`src/rtl/rr_arb4_pkg.sv`:
```
// rr_arb4_pkg: shared FSM encodings, source count and round-robin pick helper.
package rr_arb4_pkg;

    localparam int NSRC = 4;

    typedef enum logic {
        IDLE = 1'b0,
        BUSY = 1'b1
    } state_t;

    // First requesting index scanning ptr, ptr+1, ... in 2-bit wrap-around order.
    function automatic logic [1:0] rr_pick(input logic [NSRC-1:0] req, input logic [1:0] ptr);
        logic [1:0] idx;
        logic [1:0] w;
        w = ptr;
        for (int k = NSRC - 1; k >= 0; k--) begin
            idx = ptr + 2'(k);
            if (req[idx]) w = idx;
        end
        return w;
    endfunction

endpackage

```
`src/rtl/rr_arb4_mux4.sv`:
```
// mux4: 4:1 data selector, N bits wide.
module mux4 #(
    parameter int N = 8
) (
    input  logic [1:0]   sel_i,
    input  logic [N-1:0] d0_i,
    input  logic [N-1:0] d1_i,
    input  logic [N-1:0] d2_i,
    input  logic [N-1:0] d3_i,
    output logic [N-1:0] y_o
);

    assign y_o = sel_i[1] ? (sel_i[0] ? d3_i : d2_i) : (sel_i[0] ? d1_i : d0_i);

endmodule

```
`src/rtl/rr_arb4.sv`:
```
// rr_arb4: four-source round-robin arbiter with a one-word registered output stage.
module rr_arb4
    import rr_arb4_pkg::*;
#(
    parameter int N = 8
) (
    input  logic           clk,
    input  logic           rst,
    input  logic [3:0]     req,
    input  logic [N-1:0]   d0,
    input  logic [N-1:0]   d1,
    input  logic [N-1:0]   d2,
    input  logic [N-1:0]   d3,
    output logic [3:0]     gnt,
    output logic [1:0]     s,
    output logic [N-1:0]   y,
    output logic           y_valid,
    input  logic           y_ready
);

    state_t         state_q, state_d;
    logic [1:0]     ptr_q, ptr_d;
    logic [1:0]     s_q, s_d;
    logic [N-1:0]   y_q, y_d;
    logic [1:0]     win;
    logic [N-1:0]   mux_y;
    logic           load;

    assign win  = rr_pick(req, ptr_q);
    assign load = (|req) && (state_q == IDLE || y_ready);

    mux4 #(.N(N)) u_mux (
        .sel_i (win),
        .d0_i  (d0),
        .d1_i  (d1),
        .d2_i  (d2),
        .d3_i  (d3),
        .y_o   (mux_y)
    );

    // Gated by rst so a held request cannot raise gnt while reset is asserted.
    assign gnt = (load && !rst) ? (4'b0001 << win) : 4'b0000;

    always_comb begin
        state_d = load ? BUSY : ((state_q == BUSY && y_ready) ? IDLE : state_q);
        ptr_d   = load ? win + 2'd1 : ptr_q;
        s_d     = load ? win : s_q;
        y_d     = load ? mux_y : y_q;
    end

    always_ff @(posedge clk or posedge rst) begin
        if (rst) begin
            state_q <= IDLE;
            ptr_q   <= 2'b00;
            s_q     <= 2'b00;
            y_q     <= '0;
        end else begin
            state_q <= state_d;
            ptr_q   <= ptr_d;
            s_q     <= s_d;
            y_q     <= y_d;
        end
    end

    assign y_valid = (state_q == BUSY);
    assign s       = s_q;
    assign y       = y_q;

endmodule

```
`config.mk`:
```
export PLATFORM = sky130hd
export DESIGN_NAME = rr_arb4
export DESIGN_NICKNAME = d
export VERILOG_FILES = /design/src/rtl/rr_arb4_pkg.sv /design/src/rtl/rr_arb4_mux4.sv /design/src/rtl/rr_arb4.sv
export SDC_FILE = /design/constraint.sdc
export NUM_CORES = 1
export LEC_CHECK = 0
export CORE_MARGIN = 5
export CORE_UTILIZATION = 38
export CTS_CLUSTER_DIAMETER = 40
export DETAILED_ROUTE_END_ITERATION = 16
export PLACE_DENSITY_LB_ADDON = 0.1
export SYNTH_ARGS = -nofsm -noshare
export SYNTH_HDL_FRONTEND = slang
export SYNTH_SLANG_ARGS = --single-unit
export TNS_END_PERCENT = 50
```
`constraint.sdc`:
```
create_clock -name clk -period 2.7 [get_ports clk]
set_input_delay 0.405 -clock clk [delete_from_list [all_inputs] [get_ports clk]]
set_output_delay 0.405 -clock clk [all_outputs]
set_load 0.1 [all_outputs]
```
=== Word-level counts from Yosys, hierarchy flattened ===
Cells that the tools add are included.

* Memory bits (read-only): 0
* Memories kept: 0
* Logic and storage cells: 39
* Output and inout port bits: 15
* Input port bits: 39
* Bits in writable memories: 0
* Register bits: 13
* Latch bits: 0

* Add/subtract/negate cells: 4
* Multiplexer cells: 18
* Equality and inequality tests: 0
* Shift operators: 1
* Reduce and logical (&&, ||, !) cells: 7
* Multipliers: 0
* $lt $le $gt $ge: 4
* Div/mod/pow operators: 0
* Bitwise gates (word level): 1

{| class="wikitable"
|+ Operator list
! kind !! count
|-
| $mux 8 || 3
|-
| $lt 2x3->1 const B || 4
|-
| $bmux 1 s2 || 4
|-
| $mux 2 || 4
|-
| $mux 1 || 6
|-
| $add 2x1->2 const B || 2
|-
| $add 2x2->2 const B || 2
|-
| $mux 4 || 1
|-
| $reduce_or 4->1 || 1
|-
| $shl 1x2->4 const A || 1
|-
| $logic_and 1x1->1 || 3
|-
| $reduce_bool 2->1 || 1
|-
| $logic_not 1->1 || 1
|-
| $logic_or 1x1->1 || 1
|-
| $not 1->1 || 1
|}

=== Longest topological paths before layout ===
* Depth after elaboration: 9
* Mapped depth: 6
* Depth with buffers taken out: 5

=== By module ===
Synthesis repeated with hierarchy kept, for this count alone.

* Cell total of the unflattened synthesis: 87
* Area total of the unflattened synthesis: 894.6 µm²

{| class="wikitable"
|+ By module, submodules not included
! module !! sequential area each (µm²) !! area each (µm²) !! instances !! cells each
|-
| rr_arb4 || 325.3 || 698.2 || 1 || 77
|-
| mux4 || 0.0 || 196.4 || 1 || 10
|}

=== Worst setup path before layout ===
No wires, ideal clock.

* Kind: reg2out
* Start point: register state_q (netlist: y_valid)
* End point: output port gnt[1]
* Required time: 2295 ps
* Data arrival time: 4260 ps
* Stages on the path, launching flop included: 4
* Path buffers: 1
* Path slack: -1965 ps
* Cell sequence: dfrtp_1 -> a21o_1 -> clkbuf_1 -> nor4_1

* Cells in the longest elaborated chain, start to end: 5

{| class="wikitable"
|+ RTL lines
! what !! RTL line !! RTL
|-
| from (decl) || rr_arb4.sv:21 || <nowiki>state_t state_q, state_d;</nowiki>
|-
| from (signal assigned) || rr_arb4.sv:58 || <nowiki>state_q <= state_d;</nowiki>
|-
| $not 1->1 || rr_arb4.sv:30 || <nowiki>assign load = (|req) && (state_q == IDLE || y_ready);</nowiki>
|-
| $logic_or 1x1->1 || rr_arb4.sv:30 ||
|-
| $logic_and 1x1->1 || rr_arb4.sv:30 ||
|-
| $logic_and 1x1->1 || rr_arb4.sv:42 || <nowiki>assign gnt = (load && !rst) ? (4'b0001 << win) : 4'b0000;</nowiki>
|-
| $mux 4 || rr_arb4.sv:42 ||
|-
| to (decl) || rr_arb4.sv:14 || <nowiki>output logic [3:0] gnt,</nowiki>
|}

No other way between the ends.

=== Worst setup path after layout ===
* Start point: input port req[0]
* End point: output port gnt[3]

* Cells in the longest elaborated chain, start to end: 8
* Elaborated cells on any way between the ends: 17
* Those cells by class: shift: 1; mux: 13; reduce/logical: 3

{| class="wikitable"
|+ RTL lines
! what !! RTL line !! RTL
|-
| from (decl) || rr_arb4.sv:9 || <nowiki>input logic [3:0] req,</nowiki>
|-
| $bmux 1 s2 || rr_arb4_pkg.sv:18 || <nowiki>if (req[idx]) w = idx;</nowiki>
|-
| $mux 1 (not written as such) || rr_arb4_pkg.sv:18 ||
|-
| $mux 2 (4 in series) || rr_arb4_pkg.sv:18 ||
|-
| $shl 1x2->4 || rr_arb4.sv:42 ||
|-
| $mux 4 * || rr_arb4.sv:42 ||
|}

Mark *: on every way between the ends. The rest lies on a longest branch, timed or not. The select of a mux whose other input is x is not followed.

==> summary.md <==
The flow ran to the end, and the final reports show no timing, DRC or antenna violations. The clock period minus final worst setup slack came out at 2.64 ns. During synthesis, Yosys emitted a total of 0 warnings. Detailed placement ended at an HPWL of 2400 um. The first global-routing pass estimated 4860 um of wire. The cell count after synthesis was 94. The tools report the maximum number of pins on one net before global-route repair as 17. The arithmetic-cell share of the synthesized area counting full adders, half adders and majority gates is 0%, and the largest buffer count on any clock path is 2.

The number of primary I/O pins came out at 54. Initial antenna violation count: 0. Setup repair after global routing could not meet its margin everywhere. The post-synthesis average cell area came out at 10.2 um2. The run gives 32 as the number of distinct library cell variants in the gate-level netlist after synthesis. The tools report the final number of hold-violating endpoints as 0. The run gives 0.824 mV as the worst-case vdd ir drop. The worst setup path is launched from an input pin.

The final critical path takes up 97.8% of the cycle. The critical path starts at req[0]. The count of nets left with antenna violations after detail routing was 0. At the end of the flow the core is filled with cells to 69.0%. Global routing consumed, over all layers together, 18.2% of the routing resources.

The run gives 0 as the remaining design rule violation count. The top cell family by delay on the critical path was simple AND/OR/NAND/NOR gates. The worst register-to-register path ends at y[6].

The run gives 55.8% as the remaining max-slew budget at the tightest pin. The max-slew violation count was 0. The largest individual stage delay along the critical path comes from the cell sky130_fd_sc_hd__clkdlybuf4s50_1. TritonCTS built the clock tree.

The clock buffer count from CTS was 3; the final wirelength was 3110 um. For the synthesized net count, the log shows 133. The maximum clock frequency is 0.379 GHz. The number of sinks handled by clock tree synthesis is 13, and the total cell area at the placement stage is 1650 um2. Port buffering added 53 buffers. For the sequential element share of the synthesized area, the log shows 33.9%. After clock tree synthesis, the clock-pin slew on the worst setup and hold paths is 0.08 ns.

Data on the critical path arrives at its endpoint at 2.23 ns. STA classifies the critical path endpoint as a primary output. The worst-margin pin slew was 0.659 ns. After Yosys synthesis, XOR and XNOR cells account for 0.911% of the synthesized area.

The logs give 4 for the number of search-and-repair iterations in the first detailed-routing pass and 1,030 for the via count of the routed design. The maximum cell stage delay along the critical path was 0.47 ns. Via count normalized by instance count: 5.42. For this run, the leading register cell type out of synthesis is sky130_fd_sc_hd__dfrtp_1. The number of global-route vias before repair is 1,067, and the fraction of layout cells with a size suffix above 1 is 32.5%. Setup violations remaining at the end of the flow were counted as 0. The synthesized netlist devotes 20.4% of its cell area to simple gates. The number of cell rows came out at 18.

The number of levels in the clock H-tree is 1, and the total power density per cell area is 991 nW/um2. For the starting utilization of the core area, the log shows 39.1%. For the met1 demand-to-capacity share in global routing, the log shows 21.7%. The final setup TNS was 0 ns; the cell leakage power was 0.710 nW. Initial DRC count: 29. The critical path goes through clkdlybuf4s50_1 > and2b_2 > o21ba_2 > or3_4 > nor4_4 > buf_12. The core region is 2450 um2. The area growth from synthesis to final layout came out at 76.2%. For the met2 track demand over resource, the log shows 30.6%.

The tree is rooted in a sky130_fd_sc_hd__clkbuf_4. The congestion estimate from routability-driven global placement came to 0.897. In this run, post-CTS hold repair placed 0 buffers. Final layout net count: 200.

The worst hold path belongs to the class reg2reg. The flop-to-flop setup slack is 0.60 ns, and the number of register bits inferred by synthesis is 13. The final clock skew was 0.00410 ns.

Global routing consumed, on the met3 layer, 5.18% of the routing resources. The area of all placed cells without fillers was 1690 um2; the number of buffers and inverters on the critical path was 2. For the worst flop-to-flop path, the logic depth is 5. In this run the worst path has a maximum fanout of 5. The portion of synthesized area spent on multiplexers is 12.5%. Summing the areas of all compound-gate instances in the mapped netlist gives 29.4% of the synthesized area. Post-detailed-route wirelength per cell: 16.4 um. The top cell types in the final layout, fill and taps aside, are sky130_fd_sc_hd__clkdlybuf4s50_1 (37), sky130_fd_sc_hd__buf_4 (22), sky130_fd_sc_hd__dfrtp_1 (12). In the synthesized netlist the async set-or-reset flop fraction comes to 100%.

In this run the critical register-to-register path is launched from ptr_q[1]. For the worst-skew pair, the clock arrives at the later sink with an insertion delay of 0.29 ns. Die width: 60.3 um. The critical path in this run is classified as in2out.

The die area was 3630 um2. Measured along the y axis, the die boundary spans 60.3 um. Following the worst setup path forward leads to its endpoint at gnt[3].

The critical path crosses 6 cells after its start point. After synthesis, the largest family of logic cells by area is compound AO/OA/AOI/OAI gates. The count of antenna diodes in the layout is 0. In this run, synthesis inferred 0 flip-flops with an integrated enable.

Across the run, the number of max-cap violations was 0. Most congested layer reported by global routing: met2. Summing every instance area after synthesis gives 961 um2. Data on the critical path is required at its endpoint by 2.30 ns. Most common cell after layout, fill and taps aside: sky130_fd_sc_hd__clkdlybuf4s50_1.

Total global routing overflow: 0.
-- flip-flops by register name, indices dropped and copies added, names as in the netlist --
signal,count
s,2
ptr_q,2
y_valid,1
y,8
-- cells by family after synthesis --
| group | count (synthesis) |
|---|---|
| compound gates | 37 |
| simple gates | 30 |
| flops | 13 |
| mux | 8 |
| buf+inv | 5 |
| xor+xnor | 1 |
-- worst min-delay path by stage --
stage               startpoint       end  slack, ns  cells past startpoint
finish                    s[0]      s[0]       0.48                      1
CTS                       s[0]      s[0]       0.49                      1
detailed placement        s[0]      s[0]       0.47                      1
floorplan                  rst  ptr_q[0]       0.29                      1
global placement          s[0]      s[0]       0.46                      1
global route              s[0]      s[0]       0.49                      1
-- power by group --
| part | internal (mW) | switching [mW] | total, mW |
|---|---|---|---|
| Clock | 0.0575 | 0.0737 | 0.131 |
| Sequential | 0.271 | 0.0616 | 0.332 |
| Combinational | 0.402 | 0.812 | 1.21 |
| Total | 0.730 | 0.947 | 1.68 |
-- layout make-up --
class | count | area, um2
clock buffers | 4 | 26.3
fillers | 181 | 762
inverters | 2 | 7.51
multi-input cells | 76 | 651
flip-flops and latches | 13 | 327
well taps | 30 | 37.5
repair buffers | 65 | 644
-- through the flow --
step / hold slack, ns / instances / setup WS [ns] / power [mW]
after detailed placement: 0.467 / 185 / -0.0515 / 1.53
final: 0.484 / 190 / 0.0606 / 1.68
after CTS: 0.487 / 190 / 0.0635 / 1.68
after floorplan: 0.292 / 94 / -0.0395 / 1.22
after global placement: 0.463 / 185 / 0.00981 / 1.52
after global routing: 0.490 / 190 / -0.00390 / 1.75
-- synth_stat cells (2+ instances only) --
cell,number,area (um2)
sky130_fd_sc_hd__o21ai_0,9,45.0
sky130_fd_sc_hd__nor2_1,4,15.0
sky130_fd_sc_hd__nor4_1,3,18.8
sky130_fd_sc_hd__a221o_1,8,80.1
sky130_fd_sc_hd__nor2b_1,3,18.8
sky130_fd_sc_hd__inv_1,2,7.51
sky130_fd_sc_hd__o21a_1,2,15.0
sky130_fd_sc_hd__a21oi_1,9,45.0
sky130_fd_sc_hd__nand2_1,4,15.0
sky130_fd_sc_hd__nand3_1,8,40.0
sky130_fd_sc_hd__a21o_1,2,15.0
sky130_fd_sc_hd__dfrtp_1,13,325
sky130_fd_sc_hd__mux2_4,8,120
-- timing repair --
item	4_1_cts	5_1_grt
resized for setup	2	1
buffers inserted	1	0
pin swaps	1	1
endpoints found under the hold margin	0	0
cloned	0	0
setup endpoints to repair	3	2
-- metal layers --
layer	wire, um	share of wire (%)	vias to the layer above
met5	0	0	-
met4	27	0.87	0
met3	294	9.5	4
met2	1600	52	51
met1	1180	38	473
li1	-	-	502
Note: power is estimated with default switching activity, not from simulation.
